## src/rtl/sdft_bin_scanner.sv

```systemverilog
// Sweeps every bin of the sliding-DFT core through its read handshake, streams an
// alpha-max-beta-min magnitude per bin and reports the strongest bin at the end.
module sdft_bin_scanner #(
    parameter int freq_bins = 128,
    parameter int bin_width = 23,
    parameter bit skip_dc   = 1'b0,
    localparam int addr_w   = $clog2(freq_bins),
    localparam int mag_w    = bin_width + 1
) (
    input  logic                 clk,
    input  logic                 reset,
    input  logic                 scan,
    output logic                 busy,
    output logic                 done,
    input  logic                 core_ready,
    output logic                 core_read,
    output logic [addr_w-1:0]    core_bin_addr,
    input  logic [bin_width-1:0] core_real,
    input  logic [bin_width-1:0] core_imag,
    output logic                 mag_valid,
    output logic [addr_w-1:0]    mag_addr,
    output logic [mag_w-1:0]     mag,
    output logic [addr_w-1:0]    peak_bin,
    output logic [mag_w-1:0]     peak_mag
);

    typedef enum logic [2:0] {
        S_IDLE,
        S_REQ,
        S_WAIT_LO,
        S_WAIT_HI,
        S_CALC,
        S_NEXT,
        S_DONE
    } state_t;

    state_t                 r_state;
    logic [addr_w-1:0]      r_cnt;
    logic [bin_width-1:0]   r_re;
    logic [bin_width-1:0]   r_im;
    logic [mag_w-1:0]       r_mag;
    logic [addr_w-1:0]      r_mag_addr;
    logic                   r_mag_valid;
    logic                   r_busy;
    logic                   r_done;
    logic                   r_read;
    logic [addr_w-1:0]      r_peak_bin;
    logic [mag_w-1:0]       r_peak_mag;

    logic [bin_width-1:0]   w_abs_re;
    logic [bin_width-1:0]   w_abs_im;
    logic [bin_width-1:0]   w_max;
    logic [bin_width-1:0]   w_min_half;
    logic [mag_w-1:0]       w_mag;
    logic                   w_peak_upd;

    // Unsigned negation of the most negative value yields exactly 2^(bin_width-1).
    assign w_abs_re   = r_re[bin_width-1] ? -r_re : r_re;
    assign w_abs_im   = r_im[bin_width-1] ? -r_im : r_im;
    assign w_max      = (w_abs_re >= w_abs_im) ? w_abs_re : w_abs_im;
    assign w_min_half = ((w_abs_re >= w_abs_im) ? w_abs_im : w_abs_re) >> 1;
    assign w_mag      = {1'b0, w_max} + {1'b0, w_min_half};

    // Strict compare keeps the lowest index on ties.
    assign w_peak_upd = (r_mag > r_peak_mag) && !(skip_dc && (r_mag_addr == '0));

    always_ff @(posedge clk) begin
        if (reset) begin
            r_state     <= S_IDLE;
            r_cnt       <= '0;
            r_re        <= '0;
            r_im        <= '0;
            r_mag       <= '0;
            r_mag_addr  <= '0;
            r_mag_valid <= 1'b0;
            r_busy      <= 1'b0;
            r_done      <= 1'b0;
            r_read      <= 1'b0;
            r_peak_bin  <= '0;
            r_peak_mag  <= '0;
        end else begin
            r_mag_valid <= 1'b0;
            r_done      <= 1'b0;
            case (r_state)
                S_IDLE: begin
                    if (scan) begin
                        r_cnt      <= '0;
                        r_peak_bin <= '0;
                        r_peak_mag <= '0;
                        r_busy     <= 1'b1;
                        r_state    <= S_REQ;
                    end
                end
                S_REQ: begin
                    if (core_ready) begin
                        r_read  <= 1'b1;
                        r_state <= S_WAIT_LO;
                    end
                end
                S_WAIT_LO: begin
                    if (!core_ready) begin
                        r_read  <= 1'b0;
                        r_state <= S_WAIT_HI;
                    end
                end
                S_WAIT_HI: begin
                    if (core_ready) begin
                        r_re    <= core_real;
                        r_im    <= core_imag;
                        r_state <= S_CALC;
                    end
                end
                S_CALC: begin
                    r_mag       <= w_mag;
                    r_mag_addr  <= r_cnt;
                    r_mag_valid <= 1'b1;
                    r_state     <= S_NEXT;
                end
                S_NEXT: begin
                    if (w_peak_upd) begin
                        r_peak_bin <= r_mag_addr;
                        r_peak_mag <= r_mag;
                    end
                    if (r_cnt == addr_w'(freq_bins - 1)) begin
                        r_done  <= 1'b1;
                        r_state <= S_DONE;
                    end else begin
                        r_cnt   <= r_cnt + addr_w'(1);
                        r_state <= S_REQ;
                    end
                end
                S_DONE: begin
                    r_busy  <= 1'b0;
                    r_state <= S_IDLE;
                end
                default: begin
                    r_read  <= 1'b0;
                    r_busy  <= 1'b0;
                    r_state <= S_IDLE;
                end
            endcase
        end
    end

    assign busy          = r_busy;
    assign done          = r_done;
    assign core_read     = r_read;
    assign core_bin_addr = r_cnt;
    assign mag_valid     = r_mag_valid;
    assign mag_addr      = r_mag_addr;
    assign mag           = r_mag;
    assign peak_bin      = r_peak_bin;
    assign peak_mag      = r_peak_mag;

endmodule

```

## config.mk

```make
export PLATFORM = sky130hd
export DESIGN_NAME = sdft_bin_scanner
export DESIGN_NICKNAME = d
export VERILOG_FILES = /design/src/rtl/sdft_bin_scanner.sv
export SDC_FILE = /design/constraint.sdc
export NUM_CORES = 1
export LEC_CHECK = 0
export ABC_AREA = 1
export CAP_MARGIN = 20
export CORE_MARGIN = 2
export CORE_UTILIZATION = 34
export DETAILED_ROUTE_END_ITERATION = 12
export PLACE_DENSITY = 0.53
export REMOVE_ABC_BUFFERS = 1
export SYNTH_ARGS = -nofsm -noshare
export SYNTH_HDL_FRONTEND = slang
export SYNTH_SLANG_ARGS = --single-unit
```

## constraint.sdc

```tcl
create_clock -name clk -period 11.13 [get_ports clk]
set_input_delay 2.226 -clock clk [delete_from_list [all_inputs] [get_ports clk]]
set_output_delay 2.226 -clock clk [all_outputs]
set_load 0.01 [all_outputs]
```

* Word level (Yosys, flattened, before mapping) *
Cells that the tools add are included.

storage, ports and cells
  input port bits = 50
  word-level logic and storage cells = 70
  bits in registers = 122
  output and inout bits = 73

operators by class
  order comparisons = 2
  equality and inequality tests = 13
  bitwise logic cells = 3
  muxes and demuxes = 25
  add/sub/neg operators = 4
  reduce and logical (&&, ||, !) cells = 11

operator list
  kind                                                                    count
  23-bit two-way mux                                                      4
  24-bit two-way mux                                                      2
  24-bit one-hot mux with 2 select lines                                  1
  23-bit negation                                                         2
  7-bit one-hot mux with 2 select lines                                   2
  23-bit by 22-bit adder with 24-bit output                               1
  24-bit > comparator                                                     1
  23-bit >= comparator                                                    1
  7-bit two-way mux                                                       3
  3-bit one-hot mux with 6 select lines                                   1
  3-bit two-way mux                                                       5
  2-bit != test (second input constant)                                   6
  5-bit OR reduction                                                      2
  3-bit equality test (second input constant)                             3
  3-bit AND reduction                                                     3
  7-bit by 1-bit adder with 7-bit output (second input constant)          1
  7-bit equality test (second input constant)                             1
  3-bit by 2-bit equality test with 1-bit output (second input constant)  2
  1-bit two-way mux                                                       5
  2-bit AND reduction                                                     2
  4-bit AND reduction                                                     1
  3-bit by 1-bit equality test with 1-bit output (second input constant)  1
  3-bit logical NOT                                                       1
  1-bit NOT                                                               3
  other kinds (4)                                                         4

* Depth between registers and ports, before layout *
  depth after elaboration = 5
  gate-level depth with buffers = 36
  gate-level depth less buffers = 35

* Worst setup path before layout *
OpenSTA, ideal clock, no wires.

  path kind = reg2reg
  from = register r_re[0]
  to = register r_mag[16] (netlist: mag[16])
  clock period less this slack = 4.406 ns
  data required time = 11.021 ns
  arrival = 4.297 ns
  setup slack = 6.724 ns
  stages on the path, launching flop included = 30
  path through = dfxtp_1 -> inv_1 -> ha_1 -> nand4_1 -> nor2_1 -> nand4_1 -> o21ai_1 -> xor2_1 -> ha_1 -> nand2_1 -> inv_1 -> nand2_1 -> nand2_1 -> a21oi_1 -> nand4_1 -> inv_1 -> clkbuf_1 -> o21ai_0 -> ha_1 -> fa_1 -> nand3_1 -> nand2_1 -> a21boi_1 -> o21ai_0 -> nand3b_1 -> nand2_1 -> nand2_1 -> nand3_1 -> nand2_1 -> inv_1

between the ends
  word-level cells in the longest chain between the ends = 5
  elaborated cells between the ends (all ways) = 6
  those cells by class = add/sub: 2; order compare: 1; mux: 3

ends and longest elaborated chain
  element                                        line    text
  from (decl)                                    39      logic [bin_width-1:0] r_re;
  from (signal assigned)                         108     r_re <= core_real;
  23-bit negation                                58      assign w_abs_re = r_re[bin_width-1] ? -r_re : r_re;
  23-bit two-way mux (*)                         58
  23-bit >= comparator                           60, 61
  23-bit two-way mux (on tied branches)          60, 61
  23-bit by 22-bit adder with 24-bit output (*)  62      assign w_mag = {1'b0, w_max} + {1'b0, w_min_half};
  to (signal assigned)                           114     r_mag <= w_mag;
  to (decl)                                      41      logic [mag_w-1:0] r_mag;

Mark *: on every way between the ends. The rest lies on a longest branch, timed or not.
A chain may end at the register's enable or synchronous reset.

* Worst setup path in the final report *
Ends and elaborated chain as after synthesis.

==> impl_metrics.tcl <==
set metrics [dict create \
    cts_tree "done" \
    min_period_ns 5.525 \
    clk_pin_slew_worst_paths_ns 0.07 \
    startpoint "r_re[0]" \
    reg2reg_from "r_re[0]" \
    worstHoldPathType "flop to flop" \
    worst_pin_slew_ns 0.7379 \
    pwr-share-seq 0.366 \
    p_clk_frac 0.442 \
    min_to "peak_mag[20]" \
    rr_endpoint "mag[16]" \
    start_util 0.3476 \
    yosysSeqAreaShare 0.2782 \
    dp_hpwl_um 19440 \
    rrSetupSlack_ns 5.60 \
    root_buffer "clkbuf_16" \
    tns_ns 0 \
    drv_cap 0 \
    grt_pass1_wl_um 40630 \
    yosys_warnings 0 \
    grt_max_degree 89 \
    p_leak_nw 4.904 \
    grtUsageTotal 0.1895 \
    yosys.area.top_type "dfxtp_1" \
    path_buf_inv 4 \
    fin_ws_ns 5.605 \
    clock-sinks 122 \
    cts_buffer_depth 2 \
    synth_edf_count 0 \
    first_iter_violations 541 \
    endpoint_kind "flop" \
    pin_count 123 \
    place_ws_ns 5.708 \
    drtAntennaViolNets 0 \
    dieArea_mm2 0.02712 \
    ys_types 46 \
    dr_total_vias 8604 \
    hold_viol_final 0 \
    p_total_mw 1.239 \
    drive_above_1_share 0.05346 \
    port-buffer-count 122 \
    p_switching_mw 0.4194 \
    ir_drop_mv 0.06680 \
    synth_area_per_cell_um2 6.512 \
    ys_ff_latch 122 \
    swShare 0.3384 \
    internal_power_mw 0.8198 \
    num_antenna_cells 0 \
    cts_inserted_buffers 17 \
    crit_family "simple AND/OR/NAND/NOR gates" \
    insertion_delay_ns 0.43 \
    synthCells 1348 \
    die_w_um 164.7 \
    power.density_mw_per_mm2 114.7 \
    core_area_mm2 0.02525 \
    max_freq_ghz 0.1810 \
    cts.htree.levels 4 \
    synth_top_area_frac 0.2782 \
    drv_slew 0 \
    gr-total-overflow 0 \
    drc_errors 0 \
    holdWs_ns 0.4721 \
    fp.dieH_um 164.7 \
    yosys-top-cells-area "dfxtp_1, nand2_1, ha_1" \
    grt_pass1_vias 7912 \
    min-delay-start "peak_mag[20]" \
    routabilityCongestion 0.8946 \
    wl_um 24950 \
    critPathSlowestCell "fa_1" \
    cp_max_fo 48 \
    slew-limit-headroom 0.5081 \
    crit_path_max_incr_delay_ns 0.41 \
    std_cell_rows 58 \
    syn_area_mm2 0.008778 \
    cts_resized 0 \
    startpoint_type "flop" \
    clock_skew_ns 0.008693 \
    whs_path_depth 2 \
    async_flop_share 0 \
    grt_setup_unrepaired "no" \
    crit_top_cell "nand2_1" \
    final_common_cell "nand2_1" \
    arrival_ns 5.86 \
    final_cell_mix "nand2_1, inv_1, o21ai_0" \
    area_delta_synth_final_pct 23.09 \
    holdBufCountCts 0 \
    pwr-share-comb 0.192 \
    post-route-period-util 0.4965 \
    setup_viol 0 \
    synth_top_flop_cell "dfxtp_1" \
    rr_worst_depth 29 \
    cts_setup_buffers 0 \
    outcome "completed" \
    viasPerCell 4.809 \
    worstPathRequired_ns 11.46 \
    dr.pass1.iters 5 \
    nets 1569 \
    crit_type "flop to flop" \
    wire_per_inst_um 13.95 \
    antenna_found_initial 0 \
]
[through the flow]
stage,util,cell area [um2],instances
floorplan,-,8547,1299
CTS,0.4279,10810,1789
global route,0.4279,10810,1789
finish,0.4279,10810,1789
detailed placement,0.4051,10230,1757
global placement,0.4051,10230,1757
[routing by layer]
layer	up-vias	part of all wire	GRT usage	wire (um)
met2	178	0.45	0.3134	11320
met5	-	0	0	0
li1	4605	-	-	-
met4	0	0.022	0.06482	546
met3	35	0.033	0.02587	813
met1	3786	0.49	0.2534	12270
[synthesized netlist by cell type (2+ instances only)]
cell	n
nand2_1	299
inv_1	181
o21ai_0	142
nor2_1	131
dfxtp_1	122
a21oi_1	118
ha_1	72
nand3_1	66
xor2_1	41
nand4_1	39
clkbuf_1	30
nor3_1	14
nand3_2	12
buf_2	10
o21ai_1	9
xnor2_1	6
a31oi_1	5
buf_1	5
nand2_4	5
inv_2	4
or2_2	4
and2_1	2
buf_6	2
nand3b_1	2
nor2_2	2
nor3b_1	2
o211ai_1	2
o21bai_1	2
o31ai_1	2
[state kept, by name (all words and copies together), names as in the netlist, 3 cells and up]
register       cells
peak_bin           7
r_im              23
mag_addr           7
mag               24
r_re              23
peak_mag          24
core_bin_addr      7
r_state            3
[area by class of cell]
cell class | instances | area [um2]
Sequential cell | 122 | 2442
Tap cell | 330 | 412.9
Timing Repair Buffer | 128 | 1261
Multi-Input combinational cell | 990 | 5405
Inverter | 187 | 709.4
Clock buffer | 17 | 425.4
Clock inverter | 15 | 148.9
Fill cell | 2739 | 14450
[tightest hold or removal path: cells and delay by family, from the launching register on]
kind             cells  cell delay, ns
DFF                  1            0.33
and+or+nand+nor      2            0.10
[power by group through the flow]
stage / sequential, mW / combinational [mW] / clock [mW]
final: 0.453 / 0.238 / 0.548
after global routing: 0.454 / 0.269 / 0.582
after CTS: 0.453 / 0.238 / 0.564
after detailed placement: 0.463 / 0.237 / 0
after global placement: 0.463 / 0.236 / 0
after floorplan: 0.463 / 0.152 / 0
[how the worst max path moves through the flow]
stage,to,slack [ns],cells past startpoint
after floorplan,mag[16],5.17,28
after global placement,mag[16],5.83,29
after detailed placement,mag[16],5.71,29
after CTS,mag[16],5.67,29
after global routing,mag[8],5.01,26
final,mag[16],5.60,29
[cell families (layout without fill, tap and decap cells)]
| family | after synthesis | after routing | share of synthesized area |
|---|---|---|---|
| and+or+nand+nor | 584 | 584 | 0.2936 |
| xor gates and xnor gates | 47 | 47 | 0.04689 |
| adders and majority gates | 73 | 73 | 0.1049 |
| AOI/OAI and AO/OA | 286 | 286 | 0.1692 |
| DFF | 122 | 122 | 0.2782 |
| buffers and inverters | 236 | 347 | 0.1072 |
Note: power is estimated with default switching activity, not from simulation.
